==> config.mk <==
export PLATFORM = sky130hd
export DESIGN_NAME = turbo_enc_qpp_agu
export DESIGN_NICKNAME = d
export VERILOG_FILES = /design/src/rtl/turbo_enc_qpp_agu.sv
export SDC_FILE = /design/constraint.sdc
export NUM_CORES = 1
export LEC_CHECK = 0
export CORE_MARGIN = 5
export CORE_UTILIZATION = 50
export DETAILED_ROUTE_END_ITERATION = 16
export GPL_ROUTABILITY_DRIVEN = 0
export GPL_TIMING_DRIVEN = 0
export PLACE_DENSITY_LB_ADDON = 0.2
export SYNTH_ARGS = -nofsm -noshare
export SYNTH_HDL_FRONTEND = slang
export SYNTH_SLANG_ARGS = --single-unit
==> constraint.sdc <==
create_clock -name i_clk -period 6.62 [get_ports i_clk]
set_clock_uncertainty 0.15 [all_clocks]
set_input_delay 0.993 -clock i_clk [delete_from_list [all_inputs] [get_ports i_clk]]
set_output_delay 0.993 -clock i_clk [all_outputs]
set_load 0.01 [all_outputs]
==> src/rtl/turbo_enc_qpp_agu.sv <==
// rtl/turbo_enc_qpp_agu.sv - turbo encoder input-buffer address generator (linear / QPP)
// Issues one read per ready cycle and forwards the returned data to the SISO buffer 2 cycles later.
module turbo_enc_qpp_agu #(
  parameter int MAX_BLOCK_WIDTH = 10,
  parameter int P_WIDTH         = 10,
  parameter int NUM_Q           = 4,
  parameter int MAX_DATA_WIDTH  = MAX_BLOCK_WIDTH + 2
) (
  input  logic                        i_clk,
  input  logic                        i_rstn,
  input  logic [MAX_BLOCK_WIDTH-1:0]  i_block_size,
  input  logic                        i_mode,
  input  logic [MAX_DATA_WIDTH-1:0]   i_ea,
  input  logic [P_WIDTH-1:0]          i_p0,
  input  logic [NUM_Q*MAX_DATA_WIDTH-1:0] i_q,
  input  logic                        i_start,
  input  logic                        i_abort,
  input  logic                        i_siso_ready,
  input  logic [1:0]                  i_ib_data_ab,
  output logic [MAX_DATA_WIDTH-1:0]   o_ib_adx_ab,
  output logic                        o_ib_rd,
  output logic [1:0]                  o_siso_data_ab,
  output logic                        o_siso_buf_wr,
  output logic                        o_read_done,
  output logic                        o_busy
);
  localparam int DW = MAX_DATA_WIDTH;
  localparam int QW = $clog2(NUM_Q);

  typedef enum logic [1:0] {IDLE, GEN, DRAIN} state_t;

  state_t                     state_q, state_d;
  logic                       mode_q, mode_d;
  logic [DW-1:0]              ea_q, ea_d;
  logic [DW:0]                n_q, n_d;
  logic [DW:0]                p0_q, p0_d;
  logic [NUM_Q-1:0][DW-1:0]   q_q, q_d;
  logic [DW-1:0]              k_q, k_d;
  logic [DW-1:0]              lambda_q, lambda_d;
  logic [DW-1:0]              adx_q, adx_d;
  logic                       rd_q, rd_d, rd_swap_q, rd_swap_d, rd_last_q, rd_last_d;
  logic                       s1_q, s1_d, s1_swap_q, s1_swap_d, s1_last_q, s1_last_d;
  logic                       wr_q, wr_d, done_q, done_d, busy_q, busy_d;
  logic [1:0]                 data_q, data_d;
  logic [DW-1:0]              pi, lambda_nxt;

  // Operands are < N, so one conditional subtraction completes the reduction.
  function automatic logic [DW-1:0] mod_add(input logic [DW:0] a, input logic [DW:0] b,
                                            input logic [DW:0] n);
    logic [DW:0] s;
    s = a + b;
    if (s >= n) s = s - n;
    return s[DW-1:0];
  endfunction

  assign pi         = mod_add({1'b0, lambda_q}, {1'b0, q_q[k_q[QW-1:0]]}, n_q);
  assign lambda_nxt = mod_add({1'b0, lambda_q}, p0_q, n_q);

  always_comb begin
    state_d   = state_q;
    mode_d    = mode_q;
    ea_d      = ea_q;
    n_d       = n_q;
    p0_d      = p0_q;
    q_d       = q_q;
    k_d       = k_q;
    lambda_d  = lambda_q;
    adx_d     = adx_q;
    rd_d      = 1'b0;
    rd_swap_d = rd_swap_q;
    rd_last_d = 1'b0;
    s1_d      = rd_q;
    s1_swap_d = rd_swap_q;
    s1_last_d = rd_last_q;
    wr_d      = s1_q;
    data_d    = data_q;
    done_d    = s1_q & s1_last_q;
    if (s1_q) data_d = s1_swap_q ? {i_ib_data_ab[0], i_ib_data_ab[1]} : i_ib_data_ab;

    case (state_q)
      IDLE: begin
        if (i_start && !i_abort) begin
          mode_d   = i_mode;
          ea_d     = i_ea;
          n_d      = '0;
          n_d[MAX_BLOCK_WIDTH+1:0] = {i_block_size, 2'b00};
          p0_d     = '0;
          p0_d[P_WIDTH-1:0] = i_p0;
          q_d      = i_q;
          k_d      = '0;
          lambda_d = '0;
          state_d  = GEN;
        end
      end
      GEN: begin
        if (i_siso_ready) begin
          rd_d      = 1'b1;
          adx_d     = mode_q ? pi : k_q;
          rd_swap_d = mode_q & ~pi[0];
          rd_last_d = (k_q == ea_q);
          k_d       = k_q + 1'b1;
          lambda_d  = lambda_nxt;
          if (k_q == ea_q) state_d = DRAIN;
        end
      end
      DRAIN: begin
        if (done_q) state_d = IDLE;
      end
      default: state_d = IDLE;
    endcase

    // Abort flushes the whole read/write pipeline so no stale write or done escapes.
    if (i_abort && state_q != IDLE) begin
      state_d = IDLE;
      rd_d    = 1'b0;
      s1_d    = 1'b0;
      wr_d    = 1'b0;
      done_d  = 1'b0;
    end
    busy_d = (state_d != IDLE);
  end

  always_ff @(posedge i_clk or negedge i_rstn) begin
    if (!i_rstn) begin
      state_q   <= IDLE;
      mode_q    <= 1'b0;
      ea_q      <= '0;
      n_q       <= '0;
      p0_q      <= '0;
      q_q       <= '0;
      k_q       <= '0;
      lambda_q  <= '0;
      adx_q     <= '0;
      rd_q      <= 1'b0;
      rd_swap_q <= 1'b0;
      rd_last_q <= 1'b0;
      s1_q      <= 1'b0;
      s1_swap_q <= 1'b0;
      s1_last_q <= 1'b0;
      wr_q      <= 1'b0;
      data_q    <= '0;
      done_q    <= 1'b0;
      busy_q    <= 1'b0;
    end else begin
      state_q   <= state_d;
      mode_q    <= mode_d;
      ea_q      <= ea_d;
      n_q       <= n_d;
      p0_q      <= p0_d;
      q_q       <= q_d;
      k_q       <= k_d;
      lambda_q  <= lambda_d;
      adx_q     <= adx_d;
      rd_q      <= rd_d;
      rd_swap_q <= rd_swap_d;
      rd_last_q <= rd_last_d;
      s1_q      <= s1_d;
      s1_swap_q <= s1_swap_d;
      s1_last_q <= s1_last_d;
      wr_q      <= wr_d;
      data_q    <= data_d;
      done_q    <= done_d;
      busy_q    <= busy_d;
    end
  end

  assign o_ib_adx_ab    = adx_q;
  assign o_ib_rd        = rd_q;
  assign o_siso_data_ab = data_q;
  assign o_siso_buf_wr  = wr_q;
  assign o_read_done    = done_q;
  assign o_busy         = busy_q;
endmodule
* Yosys cells after proc, flatten, opt, wreduce, memory -nomap -nowiden
Index checks and enable logic that the tools add are counted.
** Cells by class
- Add/subtract/negate cells :: 5
- Order comparisons :: 3
- Eq/ne operators :: 5
- Multiplexer cells :: 25
- Bitwise gates (word level) :: 3
- Reductions and logical operators :: 10
** Operator list (count)
- two-way mux 12 bit :: 7
- one-hot mux 12 bit (2 select lines) :: 2
- >= comparator 13 x 12 -> 1 bit :: 2
- binary-select mux 12 bit (select 2 bit) :: 1
- subtractor 12 bit :: 2
- adder 12 x 10 -> 13 bit :: 1
- adder 12 x 12 -> 13 bit :: 1
- adder 12 x 1 -> 12 bit (second input constant) :: 1
- == test 12 bit :: 1
- two-way mux 2 bit :: 6
- two-way mux 1 bit :: 8
- one-hot mux 2 bit (3 select lines) :: 1
- nonzero test 2 bit :: 3
- inequality test 2 bit (second input constant) :: 2
- AND reduction 2 bit :: 2
- < comparator 2 x 3 -> 1 bit (second input constant) :: 1
- AND reduction 3 bit :: 1
- AND 1 bit :: 2
- == test 2 x 1 -> 1 bit (second input constant) :: 1
- == test 2 bit (second input constant) :: 1
- logical AND 1 bit :: 2
- logical NOT 2 bit :: 1
- logical NOT 1 bit :: 1
- NOT 1 bit :: 1
** Word-level totals
- Bits in registers :: 130
- Input port bits :: 88
- Logic and storage cells :: 73

* Depth between registers and ports, before layout
Gate-level depths: netlist of the first run.
- Word-level depth :: 7
- Depth in mapped cells :: 19
- Gate-level depth less buffers :: 17

* Worst setup path after synthesis of the first run
No wires, ideal clock.
- Path kind :: reg2reg
- Start point :: register k_q[0]
- End point :: register adx_q[8] (netlist: o_ib_adx_ab[8])
- Setup time :: 126 ps
- Arrival time :: 4623 ps
- Required time :: 6344 ps
- Path slack :: 1721 ps
- Stages on the path, launching flop included :: 16
- Buffers on the path :: 2
- Clock period less this slack :: 4899 ps
- Path through :: dfrtp_1 -> clkbuf_1 -> buf_1 -> mux4_2 -> ha_1 -> a21o_1 -> a21o_1 -> a21oi_1 -> or4_1 -> o211ai_1 -> ha_1 -> a21boi_0 -> a2111oi_4 -> nand3_4 -> mux2_4 -> a221o_1
** Between the ends
- Longest elaborated chain between the ends :: 6
** Ends and longest elaborated chain
- start: declaration :: RTL line 38 : logic [DW-1:0] k_q, k_d;
- start signal: assignment :: RTL line 151 : k_q <= k_d;
- binary-select mux 12 bit (select 2 bit) (*) :: RTL line 56 : assign pi = mod_add({1'b0, lambda_q}, {1'b0, q_q[k_q[QW-1:0]]}, n_q);
- two-way mux 12 bit (implied by the code) (*) :: RTL line 56
- adder 12 x 12 -> 13 bit (*) :: RTL line 51 : s = a + b;
- subtractor 12 bit / >= comparator 13 x 12 -> 1 bit (equally long branches) :: RTL line 52 : if (s >= n) s = s - n;
- two-way mux 12 bit (*) :: RTL line 52
- two-way mux 12 bit (*) :: RTL line 98 : adx_d = mode_q ? pi : k_q;
- end signal: assignment :: RTL line 133 : adx_q <= '0;
- end signal: assignment :: RTL line 153 : adx_q <= adx_d;
- end: declaration :: RTL line 40 : logic [DW-1:0] adx_q, adx_d;
Mark *: on every way between the ends. The rest lies on a longest branch, timed or not. The select of a mux whose other input is x is not followed.
A chain may end at the register's enable or synchronous reset.

* Worst setup path after layout of the first run
Ends and elaborated chain as after synthesis.

==> results.cfg, run 1 <==
[grt]
overflow = 0
grt_max_degree = 67
antenna_found_initial = 0
track_usage_pct = 23.6
grt_pass1_vias = 6368
grt_first_pass_wirelength_mm = 32.7

[cts]
cts_max_level = 4
cts_root_buffer = clkbuf_16
holdBufCountCts = 0
cts_num_sinks = 130
clk_latency_ps = 430
clock_path_buffers = 2
post_cts.repair.setup_buffers = 0
cts_tree = yes
cts.clk_slew.worst_paths_ps = 60
cts_resized = 0
cts_inserted_buffers = 17

[synth]
synth_top_area_cell = dfrtp_1
synth-seq-cells = 130
synth_edf_count = 0
yosysMostFrequentCell = dfrtp_1
synth_common_cells = dfrtp_1, mux2_2, nand2_1, ha_1, o21ai_0
yosysWarnings = 0
syn_nets = 810
yosysUniqueCellTypes = 69
seq_area_frac_synth_pct = 43.1
synthArstFlopShare_pct = 100
synth_ff_type = dfrtp_1
avgSynthCellArea_um2 = 11.2
netlist_instances = 675
yosysTopAreaCellShare_pct = 43.1
synth_area_mm2 = 0.00754
synthTopCellsByArea = dfrtp_1, mux2_2, ha_1, mux4_2, xnor2_1

[layout]
drive_gt1_share_pct = 16.6
area_growth_pct = 25.2
n_antenna_cell = 0
final_core_utilization_pct = 64.4
fill_cells = 1148
stdcell_count = 996
finalNetCount = 935

[floorplanning]
start_util_pct = 51.5
fp-row-count = 44
dieArea_mm2 = 0.0176
die-height_um = 133
pin_count = 106
coreArea_mm2 = 0.0146
dieWidth_um = 133

[timing]
fmax_ghz = 0.171
worst_pin_slew_ps = 787
maxSlewHeadroom_pct = 47.6
finalSetupViolations = 0
grt_setup_unrepaired = false
final.period_utilization_pct = 88.3
final.setup.tns_ps = 0
hold-worst-slack_ps = 209
report.final.slew_viol_count = 0
hold_viol_final = 0
finalCriticalPeriod_ps = 5850

[route]
ant_nets = 0
firstDrtPassIters = 6
via_per_inst = 5.90
post_drt_wl_per_cell_um = 20.2
drc = 0
drtIter0Drc = 465
wl_mm = 20.1
num_vias = 5878

[power_and_ir_drop]
pwr-share-comb_pct = 59.9
clkPwrFrac_pct = 18.4
p_leak_nw = 4.05
p_seq_share_pct = 21.8
irDropWorstVdd_mv = 0.271
power.total_mw = 5.13
p_int_mw = 2.98
p_per_area_mw_per_mm2 = 544
switchingPower_mw = 2.16
swShare_pct = 42.0

[hold_path]
hold_depth = 0
hp-class = reg2reg
min_to = s1_last_q$_DFF_PN0_
min_from = rd_last_q$_DFF_PN0_

[worst_setup_path]
crit_path_frequent_cell = ha_1
crit_buf_inv = 2
path_max_fanout = 10
crit_type = reg2reg
crit_chain = clkbuf_1 -> buf_1 -> mux4_2 -> ha_1 -> a21o_1 -> a2111oi_0 -> nor2_1 -> o211ai_1 -> ha_1 -> a21boi_0 -> a2111oi_4 -> nand3_4 -> mux2_4 -> a221o_1
r2r_end = o_ib_adx_ab[8]$_DFFE_PN0P_
crit_path_end_kind = flip-flop
crit_path_max_incr_delay_ps = 670
crit_arrival_ps = 6010
r2r_start = k_q[0]$_DFFE_PN0P_
slowest_stage = mux4_2
crit_family = compound AO/OA/AOI/OAI gates
ff2ff_setup_slack_ps = 770
start_kind = flip-flop
required_ps = 6780
worst_r2r_path_depth = 14

[placed_design]
place_inst = 965
dp_hpwl_mm = 15.6
portBuffers = 105

[run_status]
status = finished clean

[run]
cap_violations = 0
==> per-layer routing <==
layer / share of wire, % / track usage [%] / up-vias
met4: 2.8 / 9.47 / 0
met2: 49 / 39.8 / 238
met5: 0 / 0 / -
met3: 6.0 / 6.15 / 48
li1: - / - / 2708
met1: 42 / 28.9 / 2884
==> power by group through the flow <==
stage | registers (mW) | logic [mW] | clock network (mW)
3_5_place_dp | 1.13 | 2.97 | 0
5_1_grt | 1.14 | 3.31 | 0.992
6_report | 1.12 | 3.07 | 0.942
2_1_floorplan | 1.10 | 2.20 | 0
4_1_cts | 1.12 | 3.00 | 0.959
3_3_place_gp | 1.12 | 2.83 | 0
==> cell usage in the layout, fill, tap and decap left out, drive strengths merged, types with 5 or more instances in the layout <==
| cell | netlist | layout |
|---|---|---|
| a21oi | 23 | 23 |
| nor3 | 11 | 11 |
| or3 | 6 | 6 |
| o21a | 12 | 12 |
| nand3 | 11 | 11 |
| clkdlybuf4s50 | 0 | 104 |
| nor3b | 10 | 10 |
| inv | 26 | 27 |
| and3 | 7 | 7 |
| xnor2 | 30 | 30 |
| a21o | 12 | 12 |
| mux4 | 12 | 12 |
| mux2i | 17 | 17 |
| nand2 | 48 | 48 |
| a31oi | 6 | 6 |
| xor2 | 19 | 19 |
| o21ai | 40 | 40 |
| o31ai | 6 | 6 |
| buf | 8 | 10 |
| dfrtp | 130 | 130 |
| mux2 | 72 | 72 |
| and2 | 5 | 5 |
| nor2b | 7 | 7 |
| ha | 43 | 43 |
| nor2 | 36 | 36 |
| clkbuf | 17 | 40 |
==> worst register-to-register path, stage by stage, from the launching register on <==
cell	delay [ps]
dfrtp_1	340
clkbuf_1	490
buf_1	670
mux4_2	670
ha_1	350
a21o_1	260
a2111oi_0	560
nor2_1	180
o211ai_1	310
ha_1	350
a21boi_0	200
a2111oi_4	330
nand3_4	220
mux2_4	350
a221o_1	310
==> stage by stage <==
step | instance area (µm²) | setup slack (ps)
after floorplan | 7540 | 1720
after global placement | 8820 | -612
after detailed placement | 8850 | 833
after CTS | 9440 | 790
after global routing | 9440 | 418
final | 9440 | 772
==> flip-flops by register name, indices dropped and copies added, names as in the netlist <==
| signal | cells |
|---|---|
| q_q | 48 |
| ea_q | 12 |
| k_q | 12 |
| lambda_q | 12 |
| o_ib_adx_ab | 12 |
| n_q | 10 |
| p0_q | 10 |
| o_siso_data_ab | 2 |
| state_q | 2 |
| mode_q | 1 |
| o_busy | 1 |
| o_ib_rd | 1 |
| o_read_done | 1 |
| o_siso_buf_wr | 1 |
| rd_last_q | 1 |
| rd_swap_q | 1 |
| s1_last_q | 1 |
| s1_q | 1 |
| s1_swap_q | 1 |
==> cells by family (layout without fill, tap and decap cells) <==
| logic type | count (synthesis) | after routing | share of synthesized area, % |
|---|---|---|---|
| simple gates | 165 | 165 | 11.5 |
| flops | 130 | 130 | 43.1 |
| buf+inv | 51 | 188 | 2.69 |
| compound gates | 132 | 132 | 12.1 |
| fa+ha+maj | 47 | 47 | 8.20 |
| mux | 101 | 101 | 16.6 |
| xor+xnor | 49 | 49 | 5.69 |
==> worst max-delay path by stage <==
stage,start,to,cells past startpoint
6_report,k_q[0]$_DFFE_PN0P_,o_ib_adx_ab[8]$_DFFE_PN0P_,14
5_1_grt,k_q[0]$_DFFE_PN0P_,o_ib_adx_ab[8]$_DFFE_PN0P_,17
4_1_cts,k_q[0]$_DFFE_PN0P_,o_ib_adx_ab[8]$_DFFE_PN0P_,14
3_5_place_dp,k_q[0]$_DFFE_PN0P_,o_ib_adx_ab[8]$_DFFE_PN0P_,14
3_3_place_gp,i_rstn,ea_q[0]$_DFFE_PN0P_,1
2_1_floorplan,k_q[0]$_DFFE_PN0P_,o_ib_adx_ab[8]$_DFFE_PN0P_,15
==> area by class of cell <==
class | instances | area [µm²] | area share (%)
Sequential cell | 130 | 3250 | 34.5
Tap cell | 184 | 230 | 2.44
Timing Repair Buffer | 106 | 1080 | 11.4
Clock inverter | 8 | 129 | 1.37
Multi-Input combinational cell | 494 | 4090 | 43.3
Inverter | 26 | 97.6 | 1.03
Clock buffer | 23 | 458 | 4.85
Buffer | 25 | 105 | 1.11
(Power assumes the default switching activity.)
==> inputs of run 2 (changes only) <==
CELL_PAD_IN_SITES_DETAIL_PLACEMENT = 1   (was not set)
CELL_PAD_IN_SITES_GLOBAL_PLACEMENT = 1   (was not set)
CORE_UTILIZATION = 44   (was 50)
CTS_CLUSTER_SIZE = 28   (was not set)
==> run 2 against run 1 <==
Against the previous run: via count is 0.43% higher; clock power is 2% lower; sequential power hardly changed; total power is 1.0% higher; utilization is 7.8 points lower; cell area is 0.30% higher; worst hold slack better by 5.9 ps; register-to-register slack worse by 120 ps; die area is 13% higher; flip-flop and latch count stayed put; combinational power is 2% higher; sequential share of layout area is 0.10 points lower; critical path type unchanged; critical endpoint unchanged.
==> results.cfg, run 2 (synthesis results as in run 1) <==
[worst_setup_path]
worst_r2r_path_depth = 14
crit_path_end_kind = flip-flop
crit_type = reg2reg
path_max_fanout = 10
ff2ff_setup_slack_ps = 650
crit_path_max_incr_delay_ps = 720
start_kind = flip-flop
crit_chain = clkbuf_1 -> buf_1 -> mux4_2 -> ha_1 -> or2_2 -> a2111oi_0 -> nor2_1 -> o211ai_1 -> ha_1 -> a21boi_0 -> a2111oi_4 -> nand3_4 -> mux2_4 -> a221o_1
slowest_stage = buf_1
crit_family = compound AO/OA/AOI/OAI gates
required_ps = 6780
crit_path_frequent_cell = ha_1
crit_buf_inv = 2
crit_cells = 14
crit_arrival_ps = 6130

[timing]
maxSlewHeadroom_pct = 41.4
fmax_ghz = 0.168
worst_pin_slew_ps = 876
finalSetupViolations = 0
report.final.slew_viol_count = 0
hold_viol_final = 0
finalCriticalPeriod_ps = 5970
final.period_utilization_pct = 90.2
grt_setup_unrepaired = false

[floorplanning]
start_util_pct = 45.2
die-height_um = 141
coreArea_mm2 = 0.0167
pin_count = 106
dieWidth_um = 141
dieArea_mm2 = 0.0199
fp-row-count = 47

[layout]
final_common_cell = dfrtp_1
final_core_utilization_pct = 56.7
multi_input_area_mm2 = 0.00409
layout_common_cells = dfrtp_1, clkdlybuf4s50_1, mux2_2
largest_register = q_q
fill_cells = 1767
drive_gt1_share_pct = 17.1
largest_reg_flops = 48
n_antenna_cell = 0
area_growth_pct = 25.5
regArea_mm2 = 0.00325
finalNetCount = 935

[power_and_ir_drop]
irDropWorstVdd_mv = 0.228
power.total_mw = 5.19
p_leak_nw = 4.04
p_per_area_mw_per_mm2 = 548

[route]
ant_nets = 0
via_per_inst = 5.71
post_drt_wl_per_cell_um = 22.3
num_vias = 5903
drc = 0
firstDrtPassIters = 5
drtIter0Drc = 344
wl_mm = 23.1

[run_status]
status = finished clean

[cts]
cts.clk_slew.worst_paths_ps = 60
clock_path_buffers = 2
holdBufCountCts = 0
cts_resized = 0
post_cts.repair.setup_buffers = 0
cts_inserted_buffers = 17
cts_tree = yes
cts_root_buffer = clkbuf_16
cts_max_level = 4
cts_num_sinks = 130
clk_latency_ps = 430

[grt]
track_usage_pct = 23.8
grt_pass1_vias = 6558
antenna_found_initial = 0
overflow = 0
grt_max_degree = 70
grt_first_pass_wirelength_mm = 36.4

[hold_path]
hp-class = reg2reg
hold_depth = 0

[placed_design]
dp_hpwl_mm = 17.3
portBuffers = 105

[run]
cap_violations = 0
[run 2: cell types whose count changed in the layout (fill, tap and decap cells not counted)]
cell and delta:
bufinv_16 -1, clkbuf_1 -3, clkbuf_8 -1, clkinv_2 +3, clkinv_4 +1, clkinvlp_4 +2
[run 2: layout make-up]
cell class / instances / share of cell area, %
sequential: 130 / 34.4
clock inverter: 13 / 1.45
inverter: 26 / 1.03
clock buffer: 19 / 4.57
buffer: 25 / 1.11
tap: 220 / 2.91
timing repair buffer: 106 / 11.4
multi-input combinational: 494 / 43.2
[run 2: worst paths after layout]
check                                              to                 from
setup / recovery           o_ib_adx_ab[8]$_DFFE_PN0P_   k_q[0]$_DFFE_PN0P_
hold / removal                    s1_last_q$_DFF_PN0_  rd_last_q$_DFF_PN0_
setup reg to reg           o_ib_adx_ab[8]$_DFFE_PN0P_   k_q[0]$_DFFE_PN0P_
hold reg to reg                   s1_last_q$_DFF_PN0_  rd_last_q$_DFF_PN0_
max in group asynchronous         q_q[34]$_DFFE_PN0P_               i_rstn
min in group asynchronous          n_q[4]$_DFFE_PN0P_               i_rstn
[run 2: report_power, final]
part	total, mW	internal [mW]	switching (mW)
clock	0.925	0.553	0.372
sequential	1.13	0.983	0.142
combinational	3.14	1.39	1.74
total	5.19	2.93	2.26
[run 2: metrics by stage]
| step | worst slack (ps) | instance area [µm²] | hold slack [ps] | setup TNS, ps | std cells |
|---|---|---|---|---|---|
| final | 651 | 9470 | 215 | 0 | 1033 |
| after global routing | 275 | 9470 | 227 | 0 | 1033 |
| after CTS | 602 | 9470 | 225 | 0 | 1033 |
| after detailed placement | 673 | 8900 | 211 | 0 | 1001 |
| after global placement | -698 | 8870 | 185 | -89490 | 1000 |
| after floorplan | 1720 | 7540 | 181 | 0 | 675 |
[run 2: worst reg2reg max path, delay by kind of cell (launching register included)]
kind | cells | cell delay, ps
AO/OA/AOI/OAI | 5 | 1760
adder cells (fa/ha/maj) | 2 | 600
flip-flops | 1 | 350
buffers and inverters | 2 | 1220
AND/OR/NAND/NOR | 3 | 770
multiplexers | 2 | 1010
[run 2: per-layer routing]
metal / GRT usage (%) / vias to the layer above / part of all wire [%]
li1: - / 2698 / -
met1: 29.9 / 2986 / 42
met2: 40.4 / 181 / 50
met3: 5.38 / 38 / 5.2
met4: 8.26 / 0 / 2.6
met5: 0 / - / 0
==> inputs of run 3 (changes only) <==
CORE_UTILIZATION = 47   (was 44)
clock period = 7.75 ns   (was 6.62 ns; I/O delays follow)
==> run 3 against run 2 <==
Against the previous run: fmax down 1.2%; count of clock-buffer cells in the layout grew 1; clock power down 11%; total power fell by 14%; cell area is 0.28% higher; final cell count is 0.39% lower; non-clock buffer count did not move; first-iteration DRC count down 3.8%; sequential power is 15% lower; flip-flop and latch count stayed put; global-route usage increased by 3.1 points; critical path depth rose by 1.
==> results.cfg, run 3 (synthesis results as in run 1) <==
[power_and_ir_drop]
irDropWorstVdd_mv = 0.234
p_leak_nw = 4.06
p_per_area_mw_per_mm2 = 472
power.total_mw = 4.48

[cts]
cts.clk_slew.worst_paths_ps = 60
holdBufCountCts = 0
post_cts.repair.setup_buffers = 0
cts_num_sinks = 130
clock_path_buffers = 2
cts_max_level = 4
cts_inserted_buffers = 17
cts_resized = 0
cts_root_buffer = clkbuf_16
cts_tree = yes
clk_latency_ps = 430

[timing]
fmax_ghz = 0.166
hold_viol_final = 0
finalCriticalPeriod_ps = 6040
maxSlewHeadroom_pct = 38.1
grt_setup_unrepaired = false
final.setup.tns_ps = 0
finalSetupViolations = 0
worst_pin_slew_ps = 926
report.final.slew_viol_count = 0
final.period_utilization_pct = 77.9

[worst_setup_path]
crit_path_end_kind = flip-flop
crit_path_max_incr_delay_ps = 680
required_ps = 7900
crit_chain = clkbuf_1 -> buf_1 -> mux4_2 -> ha_1 -> a21o_1 -> a2111oi_0 -> nor2_1 -> o211ai_1 -> ha_1 -> a21boi_0 -> a2111oi_4 -> and3_2 -> buf_4 -> mux2i_1 -> a221o_1
crit_path_frequent_cell = ha_1
crit_type = reg2reg
crit_arrival_ps = 6190
start_kind = flip-flop
path_max_fanout = 10
slowest_stage = buf_1

[layout]
largest_reg_flops = 48
area_growth_pct = 25.9
final_common_cell = dfrtp_1
layout_common_cells = dfrtp_1, clkdlybuf4s50_1, mux2_2
largest_register = q_q
finalNetCount = 935
drive_gt1_share_pct = 17.1
n_antenna_cell = 0

[floorplanning]
dieWidth_um = 137
fp-row-count = 46
coreArea_mm2 = 0.0158
pin_count = 106
die-height_um = 137
dieArea_mm2 = 0.0187
start_util_pct = 47.6

[route]
firstDrtPassIters = 4
num_vias = 5983
via_per_inst = 5.81
post_drt_wl_per_cell_um = 22.9
wl_mm = 23.6
drc = 0
drtIter0Drc = 331
ant_nets = 0

[placed_design]
portBuffers = 105
dp_hpwl_mm = 17.5

[run]
cap_violations = 0

[grt]
antenna_found_initial = 0
grt_first_pass_wirelength_mm = 38.0
overflow = 0
grt_max_degree = 96
grt_pass1_vias = 6879
track_usage_pct = 26.9

[run_status]
status = finished clean

[hold_path]
hp-class = reg2reg
-- run 3: changes by cell type in the layout (fill, tap and decap cells not counted), sizes merged --
cell	delta
bufinv	+1
clkbuf	+1
clkinvlp	-1
clkinv	-2
inv	+1
-- run 3: final timing paths --
kind | startpoint | endpoint | depth (start not counted) | slack (ps)
worst max register to register | k_q[0]$_DFFE_PN0P_ | o_ib_adx_ab[2]$_DFFE_PN0P_ | 15 | 1710
worst min-delay path | rd_last_q$_DFF_PN0_ | s1_last_q$_DFF_PN0_ | 0 | 210
max in group asynchronous | i_rstn | rd_swap_q$_DFFE_PN0P_ | 2 | 6170
worst max-delay path | k_q[0]$_DFFE_PN0P_ | o_ib_adx_ab[2]$_DFFE_PN0P_ | 15 | 1710
worst min register to register | rd_last_q$_DFF_PN0_ | s1_last_q$_DFF_PN0_ | 0 | 210
min in group asynchronous | i_rstn | q_q[16]$_DFFE_PN0P_ | 1 | 490
-- run 3: critical path, delay by kind of cell (launching register included) --
kind | cells | cell delay [ps]
and+or+nand+nor | 2 | 430
DFF | 1 | 350
AOI/OAI and AO/OA | 6 | 2130
buffers and inverters | 3 | 1340
adders and majority gates | 2 | 710
muxes | 2 | 800
-- run 3: metal layers --
layer | track usage (%) | wire, µm | vias to the layer above
met3 | 5.92 | 1220 | 53
met1 | 32.5 | 9570 | 3037
met2 | 46.8 | 12100 | 186
li1 | - | - | 2707
met4 | 10.4 | 718 | 0
met5 | 0 | 0 | -
-- run 3: metrics by stage --
stage / hold WS (ps) / setup slack, ps / utilization [%] / instances / instance area (µm²)
2_1_floorplan: 181 / 2850 / - / 675 / 7540
3_3_place_gp: 184 / 271 / 56.0 / 996 / 8860
3_5_place_dp: 198 / 1840 / 56.2 / 997 / 8890
4_1_cts: 212 / 1730 / 60.0 / 1029 / 9490
5_1_grt: 228 / 1480 / 60.0 / 1029 / 9490
6_report: 209 / 1710 / 60.0 / 1029 / 9490
-- run 3: layout make-up --
cell class | count | area [µm²]
well taps | 216 | 270
repair buffers | 106 | 1080
inverters | 26 | 97.6
clock inverters | 12 | 155
fillers | 1653 | 6330
flip-flops and latches | 130 | 3250
multi-input cells | 494 | 4090
clock buffers | 20 | 447
plain buffers | 25 | 105
-- run 3: power by group --
part | total [mW] | switching, mW | internal [mW]
sequential | 0.965 | 0.125 | 0.840
clock | 0.826 | 0.311 | 0.515
combinational | 2.69 | 1.50 | 1.19
total | 4.48 | 1.94 | 2.54
